--- src/rtl/draw_arb_pkg.sv ---
// Shared types and constants for the object-draw arbiter and the drawer.
// Build option: OBJECT_DRAW_ARB_RR_EN selects round-robin arbitration
// (default build is fixed priority, index 0 highest).
package draw_arb_pkg;

    // Arbiter sequencing states
    typedef enum logic [1:0] {
        IDLE  = 2'd0,
        ISSUE = 2'd1,
        WAIT  = 2'd2,
        ACK   = 2'd3
    } arb_state_e;

    // Width of the saturating watchdog counter
    localparam int WDOG_W = 16;

    // Default object field widths, shared with the drawer
    localparam int DEF_TYPE_W = 5;
    localparam int DEF_X_W    = 9;
    localparam int DEF_Y_W    = 8;

endpackage

--- src/rtl/rr_priority_picker.sv ---
// Combinational one-hot picker: the first asserted request at or after
// ptr, searching cyclically. With ptr tied to zero it is a plain
// lowest-index-wins priority encoder.
module rr_priority_picker #(
    parameter int NUM_REQ = 4,
    parameter int PTR_W   = 2
) (
    input  logic [NUM_REQ-1:0] req,
    input  logic [PTR_W-1:0]   ptr,
    output logic [NUM_REQ-1:0] winner
);

    // Scan requesters starting at ptr and keep only the first hit
    always_comb begin
        int   idx;
        logic found;
        // NOTE: every variable gets a value before any conditional use, so no latch is inferred.
        winner = '0;
        found  = 1'b0;
        idx    = 0;
        for (int off = 0; off < NUM_REQ; off++) begin
            idx = (int'(ptr) + off) % NUM_REQ;
            if (!found && req[idx]) begin
                winner[idx] = 1'b1;
                found       = 1'b1;
            end
        end
    end

endmodule

--- src/rtl/object_draw_arbiter.sv ---
// Shares the single object-drawing engine among NUM_REQ requesters.
// Serialises requests, latches the winner's type/coordinates, pulses the
// drawer start for one cycle, waits for completion (guarded by a
// saturating watchdog) and returns a one-cycle done to the owner.
// Build option: OBJECT_DRAW_ARB_RR_EN enables round-robin arbitration;
// without it the lowest-index requester always wins. Timing is identical.
module object_draw_arbiter
    import draw_arb_pkg::*;
#(
    parameter int                NUM_REQ = 4,
    parameter int                TYPE_W  = DEF_TYPE_W,
    parameter int                X_W     = DEF_X_W,
    parameter int                Y_W     = DEF_Y_W,
    parameter logic [WDOG_W-1:0] TIMEOUT = 16'd40000
) (
    input  logic                       clk,
    input  logic                       reset,
    input  logic [NUM_REQ-1:0]         req,
    input  logic [NUM_REQ*TYPE_W-1:0]  req_type,
    input  logic [NUM_REQ*X_W-1:0]     req_x,
    input  logic [NUM_REQ*Y_W-1:0]     req_y,
    output logic [NUM_REQ-1:0]         grant,
    output logic [NUM_REQ-1:0]         done,
    output logic                       err,
    output logic                       start_draw_object,
    output logic [TYPE_W-1:0]          object_type,
    output logic [X_W-1:0]             x_start,
    output logic [Y_W-1:0]             y_start,
    input  logic                       draw_object_done,
    output logic                       busy
);

    localparam int PTR_W = (NUM_REQ > 1) ? $clog2(NUM_REQ) : 1;

    arb_state_e          state_q, state_d;
    logic [NUM_REQ-1:0]  grant_q, grant_d;
    logic [TYPE_W-1:0]   type_q,  type_d;
    logic [X_W-1:0]      x_q,     x_d;
    logic [Y_W-1:0]      y_q,     y_d;
    logic                err_q,   err_d;
    logic [WDOG_W-1:0]   wdog_q,  wdog_d;

    logic [NUM_REQ-1:0]  winner;
    logic [PTR_W-1:0]    pick_ptr;
    logic                wdog_expired;

`ifdef OBJECT_DRAW_ARB_RR_EN
    logic [PTR_W-1:0]    ptr_q, ptr_d;
    assign pick_ptr = ptr_q;
`else
    // Fixed priority: the search always starts at requester 0
    assign pick_ptr = '0;
`endif

    rr_priority_picker #(
        .NUM_REQ (NUM_REQ),
        .PTR_W   (PTR_W)
    ) u_picker (
        .req    (req),
        .ptr    (pick_ptr),
        .winner (winner)
    );

    // A zero TIMEOUT disables the watchdog entirely
    assign wdog_expired = (TIMEOUT != '0) && (wdog_q == TIMEOUT - 1'b1);

    // Next-state and next-field computation for the arbiter sequence
    always_comb begin
        state_d = state_q;
        grant_d = grant_q;
        type_d  = type_q;
        x_d     = x_q;
        y_d     = y_q;
        err_d   = err_q;
        wdog_d  = wdog_q;
`ifdef OBJECT_DRAW_ARB_RR_EN
        ptr_d   = ptr_q;
`endif
        unique case (state_q)
            IDLE: begin
                if (|req) begin
                    state_d = ISSUE;
                    grant_d = winner;
                    for (int i = 0; i < NUM_REQ; i++) begin
                        if (winner[i]) begin
                            type_d = req_type[i*TYPE_W +: TYPE_W];
                            x_d    = req_x[i*X_W +: X_W];
                            y_d    = req_y[i*Y_W +: Y_W];
`ifdef OBJECT_DRAW_ARB_RR_EN
                            ptr_d  = (i == NUM_REQ - 1) ? '0 : PTR_W'(i + 1);
`endif
                        end
                    end
                end
            end
            ISSUE: begin
                state_d = WAIT;
                wdog_d  = '0;
            end
            WAIT: begin
                // Saturate rather than wrap so a stuck count can never re-arm
                if (wdog_q != '1) begin
                    wdog_d = wdog_q + 1'b1;
                end
                // A real completion takes precedence over a same-cycle timeout
                if (draw_object_done) begin
                    state_d = ACK;
                    err_d   = 1'b0;
                end else if (wdog_expired) begin
                    state_d = ACK;
                    err_d   = 1'b1;
                end
            end
            ACK: begin
                state_d = IDLE;
                grant_d = '0;
            end
            default: begin
                state_d = IDLE;
            end
        endcase
    end

    // State and latched-field registers; reset abandons any in-flight draw
    always_ff @(posedge clk or posedge reset) begin
        if (reset) begin
            state_q <= IDLE;
            grant_q <= '0;
            type_q  <= '0;
            x_q     <= '0;
            y_q     <= '0;
            err_q   <= 1'b0;
            wdog_q  <= '0;
`ifdef OBJECT_DRAW_ARB_RR_EN
            ptr_q   <= '0;
`endif
        end else begin
            // NOTE: non-blocking assignments so every flop samples pre-edge values.
            state_q <= state_d;
            grant_q <= grant_d;
            type_q  <= type_d;
            x_q     <= x_d;
            y_q     <= y_d;
            err_q   <= err_d;
            wdog_q  <= wdog_d;
`ifdef OBJECT_DRAW_ARB_RR_EN
            ptr_q   <= ptr_d;
`endif
        end
    end

    // Outputs decoded from registered state only, so reset clears them at once
    assign grant             = grant_q;
    assign done              = (state_q == ACK) ? grant_q : '0;
    assign err               = (state_q == ACK) && err_q;
    assign start_draw_object = (state_q == ISSUE);
    assign busy              = (state_q != IDLE);
    assign object_type       = type_q;
    assign x_start           = x_q;
    assign y_start           = y_q;

endmodule

--- config.mk ---
export PLATFORM = sky130hd
export DESIGN_NAME = object_draw_arbiter
export DESIGN_NICKNAME = d
export VERILOG_FILES = /design/src/rtl/draw_arb_pkg.sv /design/src/rtl/rr_priority_picker.sv /design/src/rtl/object_draw_arbiter.sv
export SDC_FILE = /design/constraint.sdc
export NUM_CORES = 1
export LEC_CHECK = 0
export CORE_UTILIZATION = 47
export CTS_BUF_LIST = sky130_fd_sc_hd__clkbuf_16
export DETAILED_ROUTE_END_ITERATION = 8
export PLACE_DENSITY = 0.87
export SETUP_SLACK_MARGIN = 0.3
export SYNTH_ARGS = -nofsm -noshare
export SYNTH_HDL_FRONTEND = slang
export SYNTH_HIERARCHICAL = 1
export SYNTH_SLANG_ARGS = --single-unit
--- constraint.sdc ---
create_clock -name clk -period 3 [get_ports clk]
set_clock_uncertainty 0.1 [all_clocks]
set_input_delay 0.6 -clock clk [delete_from_list [all_inputs] [get_ports clk]]
set_output_delay 0.6 -clock clk [all_outputs]
set_load 0.02 [all_outputs]
==> results of run 1 <==
[placed cells by master, fill, tap and decap left out, types with 3 or more instances in the layout]
cell / n
nor2b_1: 3
mux4_2: 4
nand4_1: 8
nor2_2: 8
a31oi_1: 4
buf_16: 3
o21ai_1: 6
nor4_1: 4
buf_12: 5
a221o_1: 4
a22oi_1: 3
a21oi_1: 19
ha_1: 12
o21ai_0: 28
inv_1: 8
mux2i_2: 5
buf_6: 4
clkbuf_16: 8
nand2_1: 41
conb_1: 15
and2_1: 6
nor2_1: 20
clkdlybuf4s50_1: 123
buf_4: 17
nor3_1: 7
dfrtp_1: 45
a21oi_2: 9
mux2i_1: 43
nand3_1: 8
[routing by layer]
| metal | wire length (um) | global-route usage [%] | vias to the layer above |
|---|---|---|---|
| li1 | - | - | 1582 |
| met1 | 4640 | 35.0 | 1733 |
| met2 | 6110 | 54.4 | 225 |
| met3 | 913 | 7.16 | 55 |
| met4 | 693 | 13.1 | 0 |
| met5 | 0 | 0 | - |
[report_power, final]
group          internal, W  switching, W
Combinational      0.00103       0.00111
Sequential        0.000824      0.000199
Clock             0.000314      0.000259
[worst max path at each step]
stage	from	end	slack [ns]	cells after the start
final	req[2]	y_start[7]	0.18	10
after global routing	req[2]	y_start[7]	0.13	10
after CTS	req[0]	y_start[1]	0.32	10
after detailed placement	req[2]	object_type[4]	-0.12	9
after global placement	req[1]	object_type[1]	-0.04	10
after floorplan	req[1]	object_type[4]	0.30	10
[worst max-delay path, delay by kind of cell]
| kind | cells | cell delay [ns] |
|---|---|---|
| buffers and inverters | 3 | 0.52 |
| AND/OR/NAND/NOR | 4 | 0.80 |
| AO/OA/AOI/OAI | 2 | 0.45 |
| multiplexers | 1 | 0.52 |
[sequential cells by signal (all words and copies together) (netlist names)]
name / flops
wdog_q: 16
x_start: 9
state_q: 2
object_type: 5
err_q: 1
y_start: 8
grant: 4
[cell type report]
class / count / area (um2)
sequential: 45 / 1130
clock buffer: 5 / 125
inverter: 9 / 33.8
timing repair buffer: 160 / 1710
tap: 77 / 96.3
clock inverter: 3 / 25.0
multi-input combinational: 291 / 2070
fill: 348 / 1200
[cells by family after synthesis]
group | count (synthesis) | share of synthesized area, %
XOR/XNOR | 1 | 0.281
adder cells (fa/ha/maj) | 12 | 4.82
flip-flops | 45 | 36.1
other | 1 | 0.120
buffers and inverters | 29 | 3.69
AND/OR/NAND/NOR | 125 | 20.4
multiplexers | 54 | 19.1
AO/OA/AOI/OAI | 84 | 15.4
[what timing repair did]
| item | CTS | global route |
|---|---|---|
| setup buffers | 6 | 1 |
| hold buffers | 0 | 0 |
| gates resized for setup | 19 | 35 |
| endpoints found under the setup margin | 22 | 22 |
| pin swaps | 7 | 6 |
| cloned | 3 | 3 |
[per-stage QoR]
step / total power [W] / setup slack [ns]
after floorplan: 0.00194 / 0.302
after global placement: 0.00265 / -0.0428
after global routing: 0.00389 / 0.126
final: 0.00373 / 0.183
after detailed placement: 0.00271 / -0.120
after CTS: 0.00347 / 0.320
==> summary.md, run 1 <==
| Metric | Value |
|---|---|
| Starting density of the core | 48.8% |
| Critical path type | in2reg |
| Most numerous cell in the Yosys netlist | mux2i_1 |
| Skew-Pair Late Insertion Delay | 0.30 ns |
| Post-detail-place hpwl | 6900 um |
| Period utilization | 93.9% |
| Clock sinks | 45 |
| Clock buffer depth | 2 |
| Initial antenna violation count | 0 |
| Leakage | 2.06 nW |
| Post-route ant nets | 0 |
| Clk slew on worst S/H paths | 0.08 ns |
| Synth top area share | 36.1% |
| CP arrival | 2.90 ns |
| Final setup fails | 0 |
| Worst relative slew slack | 59.6% |
| Gpl congestion | 0.895 |
| Number of global-route vias before repair | 3440 |
| Worst Hold Endpoint | wdog_q[0] |
| WHS | 0.419 ns |
| Worst vdd ir | 623 uV |
| Total power divided by cell area | 720 nW/um2 |
| Tmin final | 2.82 ns |
| Mapped Area | 3120 um2 |
| #FFs+latches synth | 45 |
| Routed WL | 12400 um |
| Root Buffer | clkbuf_16 |
| Dpl cell area | 4700 um2 |
| Crit path largest cell delay | 0.52 ns |
| Worst r2r path cells | 4 |
| Hold Path Class | reg2reg |
| Syn avg cell area | 8.88 um2 |
| Main synth FF type | dfrtp_1 |
| Synth cell count leaders | mux2i_1 (49), dfrtp_1 (45), nand2_1 (42) |
| Vias per inst | 6.09 |
| Ant. Diodes | 0 |
| Worst Setup Start Kind | input pin |
| CP max stage cell | mux4_2 |
| GRT overflow | 0 |
| Hold Crit Start | wdog_q[0] |
| Die Span Y | 83.4 um |
| Total CTS buffers | 5 |
| Max_cap viols | 0 |
| Post-synth EDFFs | 0 |
| Reg2reg end | wdog_q[2] |
| Final #Nets | 619 |
| Post-synthesis async set-or-reset flop share | 100% |
| Run status | complete, no violations |
| TNS Setup | 0 ns |
| Worst R2R Setup Slack | 0.69 ns |
| Number of port buffers | 127 |
| CTS tree | yes |
| I/O Pins | 128 |
| Origin of the critical flop-to-flop path | wdog_q[4] |
| GRT Total Usage | 30.6% |
| DR vias | 3595 |
| First-pass GRT wire length | 16900 um |
| Cell Chain, Critical Path | clkdlybuf4s15_1, mux4_2, nor3b_4, a221o_1, nor4_4, nor3_4, buf_6, clkbuf_16, nor2_1, a21oi_1 |
| Drt wl/cell | 20.9 um |
| Die area | 6960 um2 |
| Fin util | 81.1% |
| Final hold vios | 0 |
| Area growth syn-to-layout | 66.3% |
| Area leader, netlist | dfrtp_1 |
| Seq/Total Area, Yosys | 36.1% |
| Max-slew violations | 0 |
| RSZ-0062 raised after global routing | false |
| Nature of the critical path endpoint | flop |
| 1st-iter DRT viols | 225 |
| CTS HTree Levels | 2 |
| Layout Cells excl Fill | 590 |
| Required @ worst endpoint | 3.09 ns |
| Max Clock Freq | 355 MHz |
| Core box area | 6390 um2 |
| Crit-path max FO | 5 |
| Largest net degree at the start of global routing | 46 |
| Worst-Margin Slew | 0.602 ns |
| DR DRC count | 0 |
| Final instance area | 5180 um2 |
| Cell Rows | 29 |
| Die X | 83.4 um |
| Synth area leaders | dfrtp_1 (36%), mux2i_1 (16%), o21ai_0 (5.1%) |
| Post-synthesis instance total | 351 |
| Warning count from the yosys run | 6 |
| Hold Path Stages | 1 |
| Placed cell count | 569 |
| Netlist cell types | 43 |
| TritonRoute pass-1 iters | 5 |
| Layout cell share with drive strength beyond 1 | 16.0% |
No activity file was read; power rests on OpenSTA's default activity.
==> run 2, diff against run 1 <==
--- a/config.mk
+++ b/config.mk
@@ -8,8 +8,10 @@
 export CORE_UTILIZATION = 47
 export CTS_BUF_LIST = sky130_fd_sc_hd__clkbuf_16
 export DETAILED_ROUTE_END_ITERATION = 8
+export HOLD_SLACK_MARGIN = 0.12
 export PLACE_DENSITY = 0.87
 export SETUP_SLACK_MARGIN = 0.3
+export SLEW_MARGIN = 40
 export SYNTH_ARGS = -nofsm -noshare
 export SYNTH_HDL_FRONTEND = slang
 export SYNTH_HIERARCHICAL = 1
==> results of run 2 <==
No change in the layout: final DEF, timing and power equal those of run 1.
